<file path="src/rtl/dmem_pkg.sv">
// ============================================================================
// Module      : dmem_pkg
// Description : Shared constants for the data-memory arbiter and its clients.
// Revision    : 1.0 - initial release
// ============================================================================
`default_nettype none
`timescale 1ns/1ps

package dmem_pkg;

    localparam int DEF_ADDR_W = 8;
    localparam int DEF_DATA_W = 8;

    localparam int PORT_CPU  = 0;
    localparam int PORT_HOST = 1;

    localparam logic [5:0] OP_LW = 6'h23;
    localparam logic [5:0] OP_SW = 6'h2b;

    // CPU side derives its per-port write enable from the instruction opcode.
    function automatic logic op_is_store(input logic [5:0] i_op);
        return (i_op == OP_SW);
    endfunction

endpackage

`default_nettype wire

</file>
<file path="src/rtl/rr_arb2.sv">
// ============================================================================
// Module      : rr_arb2
// Description : Combinational 2-way round-robin selector with lock override.
// Revision    : 1.0 - initial release
// ============================================================================
`default_nettype none
`timescale 1ns/1ps

module rr_arb2
    import dmem_pkg::*;
(
    input  logic [1:0] i_req,
    input  logic       i_prio,
    input  logic       i_lock,
    output logic [1:0] o_gnt,
    output logic       o_forced
);

    always_comb begin
        o_gnt    = 2'b00;
        o_forced = 1'b0;
        case (i_req)
            2'b01: o_gnt = 2'b01;
            2'b10: o_gnt = 2'b10;
            2'b11: begin
                // Lock only counts as forcing when it actually overrode a contender.
                if (i_lock) begin
                    o_gnt[PORT_HOST] = 1'b1;
                    o_forced         = 1'b1;
                end else if (i_prio) begin
                    o_gnt = 2'b10;
                end else begin
                    o_gnt = 2'b01;
                end
            end
            default: o_gnt = 2'b00;
        endcase
    end

endmodule

`default_nettype wire

</file>
<file path="src/rtl/dmem_arbiter.sv">
// ============================================================================
// Module      : dmem_arbiter
// Description : CPU/host arbiter for the single-port data memory, 1-cycle loads.
// Revision    : 1.0 - initial release
// ============================================================================
`default_nettype none
`timescale 1ns/1ps

module dmem_arbiter
    import dmem_pkg::*;
#(
    parameter int ADDR_W = DEF_ADDR_W,
    parameter int DATA_W = DEF_DATA_W
) (
    input  logic              clk,
    input  logic              rst,
    input  logic [1:0]        req,
    input  logic [1:0]        we,
    input  logic [ADDR_W-1:0] addr0,
    input  logic [ADDR_W-1:0] addr1,
    input  logic [DATA_W-1:0] wdata0,
    input  logic [DATA_W-1:0] wdata1,
    input  logic              host_lock,
    output logic [1:0]        gnt,
    output logic [1:0]        rvalid,
    output logic [DATA_W-1:0] rdata,
    output logic              mem_en,
    output logic              mem_we,
    output logic [ADDR_W-1:0] mem_addr,
    output logic [DATA_W-1:0] mem_wdata,
    input  logic [DATA_W-1:0] mem_rdata
);

    logic       r_prio;
    logic       r_resp_vld;
    logic       r_resp_port;
    logic [1:0] w_arb_gnt;
    logic       w_forced;
    logic       w_sel;

    rr_arb2 u_rr_arb2 (
        .i_req    (req),
        .i_prio   (r_prio),
        .i_lock   (host_lock),
        .o_gnt    (w_arb_gnt),
        .o_forced (w_forced)
    );

    assign gnt   = rst ? 2'b00 : w_arb_gnt;
    assign w_sel = gnt[PORT_HOST];

    // Port 0 values are presented whenever port 1 is not granted, including idle.
    assign mem_en    = |gnt;
    assign mem_we    = mem_en & (w_sel ? we[PORT_HOST] : we[PORT_CPU]);
    assign mem_addr  = w_sel ? addr1  : addr0;
    assign mem_wdata = w_sel ? wdata1 : wdata0;

    always_ff @(posedge clk) begin
        if (rst) begin
            r_prio      <= 1'b0;
            r_resp_vld  <= 1'b0;
            r_resp_port <= 1'b0;
        end else begin
            if (mem_en && !w_forced) begin
                r_prio <= ~w_sel;
            end
            r_resp_vld  <= mem_en & ~mem_we;
            r_resp_port <= w_sel;
        end
    end

    // A response in flight when reset arrives is suppressed immediately.
    assign rvalid = (r_resp_vld && !rst) ? (r_resp_port ? 2'b10 : 2'b01) : 2'b00;
    assign rdata  = mem_rdata;

endmodule

`default_nettype wire

</file>
<file path="config.mk">
export PLATFORM = sky130hd
export DESIGN_NAME = dmem_arbiter
export DESIGN_NICKNAME = d
export VERILOG_FILES = /design/src/rtl/dmem_pkg.sv /design/src/rtl/rr_arb2.sv /design/src/rtl/dmem_arbiter.sv
export SDC_FILE = /design/constraint.sdc
export NUM_CORES = 1
export LEC_CHECK = 0
export BUFFER_PORTS_ARGS = -buffer_cell sky130_fd_sc_hd__buf_2
export CAP_MARGIN = 20
export CORE_AREA = 2 2 48 50
export CTS_BUF_LIST = sky130_fd_sc_hd__clkbuf_2 sky130_fd_sc_hd__clkbuf_4 sky130_fd_sc_hd__clkbuf_8
export DETAILED_ROUTE_END_ITERATION = 8
export DIE_AREA = 0 0 50 52
export PLACE_DENSITY = 0.75
export SLEW_MARGIN = 20
export SYNTH_ARGS = -nofsm -noshare
export SYNTH_HDL_FRONTEND = slang
export SYNTH_SLANG_ARGS = --single-unit
</file>
<file path="constraint.sdc">
create_clock -name clk -period 1.95 [get_ports clk]
set_clock_uncertainty 0.05 [all_clocks]
set_input_delay 0.2925 -clock clk [delete_from_list [all_inputs] [get_ports clk]]
set_output_delay 0.2925 -clock clk [all_outputs]
set_load 0.005 [all_outputs]
</file>
# Word-level counts from Yosys, hierarchy flattened
# Cells that the tools add are included.
# op_classes
n_eq_ne	3
mux	12
n_bitwise	4
reduce_logical	5
# ops
op	n
8-bit 2-to-1 mux	2
2-bit 2-to-1 mux	4
2-bit one-hot mux with 3 select lines	1
1-bit 2-to-1 mux	5
2-bit == test (second input constant)	2
1-bit AND	2
2-bit by 1-bit == test with 1-bit output (second input constant)	1
1-bit logical AND	2
1-bit logical NOT	2
1-bit NOT	2
2-bit OR reduction	1
# word_totals
ff_bits	3
input_bits	47
output_inout_bits	30
elab_cells	27

# Longest topological paths before layout
# Gate-level depths: netlist of run 1.
# logic_depth
depth_word	8
mapped_depth	5
mapped_depth_nobuf	3

# By module
# Synthesis of run 1 repeated with hierarchy kept, for this count alone.
# unflattened
hier_cells	50
area_unflattened_um2	486.7
# by_module_without_submodules
module	instances	cells_each	area_each_um2	seq_area_each_um2
dmem_arbiter	1	45	456.7	60.1
rr_arb2	1	5	30.0	0.0

# Worst setup path before layout of run 1
# OpenSTA, ideal clock, no wires.
# synth_timing
kind	register to output
start	reg r_prio
end	out mem_addr[5]
arrival_time_ps	1433
required_time_ps	1607
slack_ps	174
stages_incl_launch_ff	6
path_cell_list	dfxtp_1 or3b_4 and3b_1 buf_6 buf_12 mux2_4
# synth_via
elab_chain_len	5
# synth_lines
element	line	rtl
start: declaration	dmem_arbiter.sv:34	logic r_prio;
start signal: assignment	dmem_arbiter.sv:65	r_prio <= ~w_sel;
2-bit 2-to-1 mux	rr_arb2.sv:30	end else if (i_prio) begin
1-bit 2-to-1 mux	rr_arb2.sv:27	if (i_lock) begin
2-bit one-hot mux with 3 select lines	rr_arb2.sv:22	case (i_req)
2-bit 2-to-1 mux	dmem_arbiter.sv:49	assign gnt = rst ? 2'b00 : w_arb_gnt;
named net gnt[1]	dmem_arbiter.sv:24	output logic [1:0] gnt,
8-bit 2-to-1 mux	dmem_arbiter.sv:55	assign mem_addr = w_sel ? addr1 : addr0;
end: declaration	dmem_arbiter.sv:29	output logic [ADDR_W-1:0] mem_addr,
# The timed path passes the listed nets, and every way through them passes these cells.

# Worst setup path in the final report of run 1
# layout_timing
start	reg r_prio
end	out mem_wdata[4]
# layout_via
elab_chain_len	5
# layout_lines
element	line	rtl
2-bit 2-to-1 mux	rr_arb2.sv:30	
1-bit 2-to-1 mux	rr_arb2.sv:27	
2-bit one-hot mux with 3 select lines	rr_arb2.sv:22	
2-bit 2-to-1 mux	dmem_arbiter.sv:49	
8-bit 2-to-1 mux	dmem_arbiter.sv:56	assign mem_wdata = w_sel ? wdata1 : wdata0;
end: declaration	dmem_arbiter.sv:30	output logic [DATA_W-1:0] mem_wdata,
# Every way passes these cells.

==> results of run 1 <==
[worst max-delay path by stage]
stage	from	endpoint	slack (ps)
6_report	r_prio$_SDFFE_PP0P_	mem_wdata[4]	-140
5_1_grt	r_prio$_SDFFE_PP0P_	mem_addr[6]	-180
4_1_cts	r_prio$_SDFFE_PP0P_	mem_wdata[4]	-150
3_5_place_dp	req[0]	mem_wdata[4]	-7
3_3_place_gp	req[0]	mem_wdata[4]	30
2_1_floorplan	r_prio$_SDFFE_PP0P_	mem_addr[5]	170
[flip-flops by register name, indices dropped and copies added, names as in the netlist]
register,flops
r_prio,1
r_resp_port,1
r_resp_vld,1
[per-layer routing]
metal,routed length (um),GRT usage,share of wire
met1,546,0.107,0.38
met2,657,0.180,0.46
met3,213,0.0632,0.15
met4,8,0.0370,0.0056
met5,0,0,0
[timing repair]
item                                    4_1_cts  5_1_grt
setup buffers                                 0        0
hold buffers                                  0        0
endpoints found under the setup margin       16       16
pin swaps                                     0        0
[critical path, cell delays in order (launching register included)]
cell	delay, ps
sky130_fd_sc_hd__dfxtp_1	310
sky130_fd_sc_hd__or3b_4	410
sky130_fd_sc_hd__and3b_1	200
sky130_fd_sc_hd__buf_12	160
sky130_fd_sc_hd__mux2_4	300
sky130_fd_sc_hd__buf_2	120
[kinds of logic after synthesis]
group / share of synthesized area
DFF: 0.123
and+or+nand+nor: 0.184
buffers and inverters: 0.194
muxes: 0.437
AOI/OAI and AO/OA: 0.0614
[area by class of cell]
cell class	count	area, sq um
Multi-Input combinational cell	35	334
Sequential cell	3	60.1
Fill cell	232	1330
Timing Repair Buffer	61	320
Tap cell	28	35.0
Clock buffer	4	30.0
[where the power goes]
| group | total, mW | internal [mW] | switching, mW |
|---|---|---|---|
| logic | 0.147 | 0.0948 | 0.0527 |
| clock network | 0.128 | 0.0909 | 0.0376 |
| registers | 0.0677 | 0.0658 | 0.00197 |
| total | 0.344 | 0.251 | 0.0922 |
[placed cells by master (no fill, tap or decap)]
cell / n
sky130_fd_sc_hd__mux2_2: 7
sky130_fd_sc_hd__a21oi_1: 3
sky130_fd_sc_hd__buf_2: 60
sky130_fd_sc_hd__buf_12: 1
sky130_fd_sc_hd__clkbuf_4: 4
sky130_fd_sc_hd__nor3b_1: 1
sky130_fd_sc_hd__nand3b_1: 2
sky130_fd_sc_hd__and3b_1: 2
sky130_fd_sc_hd__and3b_2: 1
sky130_fd_sc_hd__nor2_1: 3
sky130_fd_sc_hd__a21bo_2: 1
sky130_fd_sc_hd__mux2_4: 9
sky130_fd_sc_hd__nand3_1: 2
sky130_fd_sc_hd__o21ai_0: 1
sky130_fd_sc_hd__or3b_4: 1
sky130_fd_sc_hd__dfxtp_1: 3
sky130_fd_sc_hd__nand2_1: 2
[stage by stage]
| step | setup WS (ps) | hold slack [ps] | area [sq um] | instances |
|---|---|---|---|---|
| 2_1_floorplan | 174 | 397 | 489 | 49 |
| 3_3_place_gp | 26.5 | 407 | 749 | 127 |
| 3_5_place_dp | -7.22 | 427 | 749 | 127 |
| 4_1_cts | -151 | 263 | 779 | 131 |
| 5_1_grt | -181 | 287 | 779 | 131 |
| 6_report | -143 | 276 | 779 | 131 |
==> impl_metrics.json, run 1 <==
{
  "outcome": "finished, violations left",
  "violations_in_the_final_reports": "negative setup slack",
  "worstHoldPathCells": 2,
  "postSynth.topFlopCell": "sky130_fd_sc_hd__dfxtp_1",
  "cts_buffers": 3,
  "top_level_ports": 77,
  "grt_pass1_wl_um": 2080,
  "worstReg2RegStart": "r_prio$_SDFFE_PP0P_",
  "dieWidth_um": 50,
  "synth-async-reset-ratio": 0,
  "drt_wl_total_um": 1430,
  "dieArea_sq_mm": 0.00260,
  "crit_type": "reg -> out",
  "drv_slew": 0,
  "min-delay-start": "rst",
  "cp_data_arrival_time_ps": 1750,
  "synth.largest_area_cell": "sky130_fd_sc_hd__mux2_4",
  "gr-usage-all-layers": 0.106,
  "cts.reportedPaths.clkPinSlew_ps": 40,
  "worst-r2r-setup-slack_ps": 870,
  "core_sq_mm": 0.00211,
  "die_height_um": 52,
  "cp.required_ps": 1610,
  "synthToLayoutAreaGrowth_pct": 59.3,
  "critical_path.startpoint_type": "flip-flop",
  "endpoint_kind": "output port",
  "pin_count_of_the_biggest_net_entering_global_routing": 18,
  "drt_iter0_markers": 3,
  "yosysMostFrequentCell": "sky130_fd_sc_hd__mux2_4",
  "cts.htree.levels": 1,
  "postSynthCellCount": 49,
  "clkLatencyLatePin_ps": 240,
  "synth_edf_count": 0,
  "detail_route.vias_per_cell": 4.34,
  "timing.max_slew.rel_slack": 0.776,
  "drt_drc_violations_left": 0,
  "rr_endpoint": "r_resp_port$_SDFF_PP0_",
  "max-vdd-ir-drop_v": 0.000442,
  "ctsResizeCount": 0,
  "post_synth_most_frequent_cells": "sky130_fd_sc_hd__mux2_4, sky130_fd_sc_hd__buf_4, sky130_fd_sc_hd__mux2_2",
  "synth.area.top_cells": "sky130_fd_sc_hd__mux2_4, sky130_fd_sc_hd__mux2_2, sky130_fd_sc_hd__dfxtp_1",
  "finalHoldViolations": 0,
  "antenna_violations_before_repair": 0,
  "clock_period_minus_worst_slack_ps": 2090,
  "root_buffer_master": "sky130_fd_sc_hd__clkbuf_4",
  "period_share": 1.07,
  "route.detailed.wl_per_inst_um": 10.9,
  "synth-seq-area-share": 0.123,
  "rsz_0062_raised_after_global_routing": "yes",
  "grt_pass1_vias": 505,
  "worst_pin_slew_ps": 333,
  "synthesis.nets": 96,
  "leakage_nw": 0.439,
  "critPathMaxFanout": 17,
  "final_layout_size_suffix_gt1_frac": 0.816,
  "gp_routability_congestion": 0.688,
  "totalNegativeSetupSlack_ps": -2020,
  "cts_tree": "built",
  "finalSetupViolations": 16,
  "hold_worst_path_end": "r_prio$_SDFFE_PP0P_",
  "gr-total-overflow": 0,
  "postLayoutCoreUtil": 0.370,
  "timing.final.ws_setup_ps": -143,
  "cts_sinks": 3,
  "place.port_buffers": 60,
  "clock_path_buffers": 2,
  "nNetsFinal": 151,
  "via_count": 568,
  "pwr_density_cell_mw_per_mm2": 441,
  "syn_area_per_cell_sq_um": 9.98,
  "antennaDiodeCount": 0,
  "max_freq_mhz": 478,
  "floorplan.rows": 17,
  "synth_top_area_share": 0.276,
  "first_pass_iters": 3,
  "total_power_mw": 0.344,
  "synth.distinct_cells": 18,
  "drtAntennaViolNets": 0,
  "yosys_warnings": 0,
  "cap_viol_max_count": 0,
  "timing.reg2reg.worst_path_depth": 2,
  "ys_seq_elements": 3,
  "worstHoldPathType": "in -> reg",
  "syn_area_sq_um": 489,
  "start_util": 0.232
}
Note: power is estimated with default switching activity, not from simulation.
==> inputs of run 2 (changes only) <==
--- a/config.mk
+++ b/config.mk
@@ -15,4 +15,5 @@
 export SLEW_MARGIN = 20
 export SYNTH_ARGS = -nofsm -noshare
 export SYNTH_HDL_FRONTEND = slang
+export SYNTH_HIERARCHICAL = 1
 export SYNTH_SLANG_ARGS = --single-unit
==> run 2 against run 1 <==
  * The run now ends clean
  * Flip-flop and latch count stayed put
  * Hold slack got worse by 46 ps
  * Global-route usage is 0.93 points lower
  * Non-clock buffer count up 6
  * Synthesized area down 0.51%
  * Core utilization is 3.8 points higher
  * First-iteration DRC count is 100% lower
  * Largest power group unchanged
==> impl_metrics.json, run 2 <==
{
  "clock_path_buffers": 2,
  "dieWidth_um": 50,
  "most_common_cell_after_layout_fill_and_taps_aside": "sky130_fd_sc_hd__buf_2",
  "yosysMostFrequentCell": "sky130_fd_sc_hd__mux2_2",
  "ys_seq_elements": 3,
  "gr-total-overflow": 0,
  "placed_cells_incl_taps": 132,
  "cts_buffers": 3,
  "totalNegativeSetupSlack_ps": 0,
  "synth.distinct_cells": 21,
  "drtAntennaViolNets": 0,
  "leakage_nw": 0.506,
  "endpoint_kind": "output port",
  "synth-seq-area-share": 0.123,
  "synthToLayoutAreaGrowth_pct": 76.6,
  "synth_top_area_share": 0.216,
  "pwr_density_cell_mw_per_mm2": 413,
  "dp_hpwl_um": 1150,
  "max-vdd-ir-drop_v": 0.000259,
  "worstHoldPathType": "in -> reg",
  "crit_type": "reg -> out",
  "synth.area.top_cells": "sky130_fd_sc_hd__mux2_4, sky130_fd_sc_hd__mux2_2, sky130_fd_sc_hd__dfxtp_1",
  "postSynth.topFlopCell": "sky130_fd_sc_hd__dfxtp_1",
  "placedInstanceArea_sq_um": 773,
  "cts_sinks": 3,
  "finalHoldViolations": 0,
  "syn_area_per_cell_sq_um": 9.73,
  "first_pass_iters": 1,
  "finalSetupViolations": 0,
  "outcome": "completed",
  "mostFrequentLayoutCells": "sky130_fd_sc_hd__buf_2, sky130_fd_sc_hd__mux2_2, sky130_fd_sc_hd__mux2_4",
  "clock_period_minus_worst_slack_ps": 1900,
  "ctsHoldBuffers": 0,
  "clkLatencyLatePin_ps": 230,
  "postLayoutCellArea_sq_um": 860,
  "gp_routability_congestion": 0.759,
  "synth_edf_count": 0,
  "floorplan.rows": 17,
  "route.detailed.wl_per_inst_um": 9.79,
  "synthesis.nets": 97,
  "syn_area_sq_um": 487,
  "dieArea_sq_mm": 0.00260,
  "period_share": 0.972,
  "antenna_violations_before_repair": 0,
  "yosys_warnings": 6,
  "critPathMaxFanout": 6,
  "synth-async-reset-ratio": 0,
  "crit_chain": "nor2_1 > a21boi_2 > nand2b_4 > clkbuf_16 > mux2_4 > buf_2",
  "crit_path_max_incr_delay_ps": 320,
  "instances_no_fill": 139,
  "worst_pin_slew_ps": 266,
  "drt_wl_total_um": 1360,
  "place.port_buffers": 60,
  "synth.largest_area_cell": "sky130_fd_sc_hd__mux2_4",
  "start_util": 0.231,
  "gr-usage-all-layers": 0.0968,
  "grt_pass1_vias": 547,
  "cp_data_arrival_time_ps": 1550,
  "timing.critical_path.max_delay_family": "flip-flops",
  "die_height_um": 52,
  "final_layout_size_suffix_gt1_frac": 0.847,
  "library_cell_contributing_the_largest_single_delay_on_the_critical_path": "sky130_fd_sc_hd__dfxtp_2",
  "root_buffer_master": "sky130_fd_sc_hd__clkbuf_4",
  "rsz_0062_raised_after_global_routing": "no",
  "cp.required_ps": 1610,
  "post_synth_most_frequent_cells": "sky130_fd_sc_hd__mux2_2, sky130_fd_sc_hd__buf_4, sky130_fd_sc_hd__mux2_4",
  "cts_tree": "built",
  "drv_slew": 0,
  "grt_pass1_wl_um": 1950,
  "drt_drc_violations_left": 0,
  "postSynthCellCount": 50,
  "antennaDiodeCount": 0,
  "max_freq_mhz": 527,
  "biggestRegsByFlops": "r_prio: 1 flops, r_resp_port: 1 flops, r_resp_vld: 1 flops",
  "detail_route.vias_per_cell": 4.32,
  "top_level_ports": 77,
  "pin_count_of_the_biggest_net_entering_global_routing": 13,
  "cts.htree.levels": 1,
  "path_buf_inv": 2,
  "via_count": 601,
  "core_sq_mm": 0.00211,
  "cap_viol_max_count": 0,
  "critical_path.startpoint_type": "flip-flop",
  "cts.reportedPaths.clkPinSlew_ps": 40,
  "nNetsFinal": 159,
  "drt_iter0_markers": 0,
  "timing.max_slew.rel_slack": 0.822
}
-- run 2: cell count changes after synthesis, sizes merged, moves of 2 or more --
cell / change
a21oi: -3
and3b: -2
inv: +4
nand2b: +2
nand2: -2
nand3b: -2
nand3: -2
-- run 2: worst paths after layout --
check / startpoint / to / slack (ps) / cells after the start
worst max-delay path: r_prio$_SDFFE_PP0P_ / mem_wdata[3] / 50 / 6
worst min-delay path: we[1] / r_resp_vld$_SDFF_PP0_ / 230 / 2
worst max register to register: r_prio$_SDFFE_PP0P_ / r_resp_vld$_SDFF_PP0_ / 570 / 5
worst min register to register: r_prio$_SDFFE_PP0P_ / r_prio$_SDFFE_PP0P_ / 560 / 3
-- run 2: repair_timing --
item | in CTS | in global routing
cloned | 0 | 1
setup endpoints to repair | 16 | 16
pin swaps | 1 | 1
resized for setup | 1 | 3
buffers inserted | 0 | 2
-- run 2: final cells by class --
cell class,instances,area (sq um)
Clock buffer,4,30.0
Tap cell,28,35.0
Timing Repair Buffer,67,387
Sequential cell,3,61.3
Fill cell,218,1250
Inverter,4,15.0
Multi-Input combinational cell,33,332
-- run 2: worst register-to-register path, cell delays in order (launching register included) --
cell and delay (ps):
sky130_fd_sc_hd__dfxtp_2 310, sky130_fd_sc_hd__nor2_1 120, sky130_fd_sc_hd__a21boi_2 120, sky130_fd_sc_hd__buf_4 150
sky130_fd_sc_hd__or4b_1 480, sky130_fd_sc_hd__o21ai_0 80
-- run 2: routing by layer --
metal / part of all wire / track usage / up-vias
met2: 0.53 / 0.200 / 49
met4: 0.0037 / 0.0602 / 0
li1: - / - / 291
met3: 0.14 / 0.0287 / 2
met1: 0.33 / 0.0775 / 259
met5: 0 / 0 / -
-- run 2: stage by stage --
step	total power, mW	hold WS [ps]	utilization	setup slack, ps
detailed placement	0.220	471	0.367	82.3
CTS	0.348	225	0.383	4.28
global route	0.381	223	0.408	12.7
global placement	0.215	462	0.367	149
finish	0.355	229	0.408	53.7
floorplan	0.156	321	-	310
-- run 2: kinds of logic after synthesis --
logic type	share of synthesized area
simple gates	0.159
compound gates	0.0745
mux	0.424
flops	0.123
buf+inv	0.219
-- run 2: power breakdown --
part	total [mW]	leakage (nW)	internal [mW]	switching (mW)
clock network	0.124	0.0184	0.0906	0.0332
registers	0.0678	0.0251	0.0659	0.00185
logic	0.164	0.462	0.107	0.0567
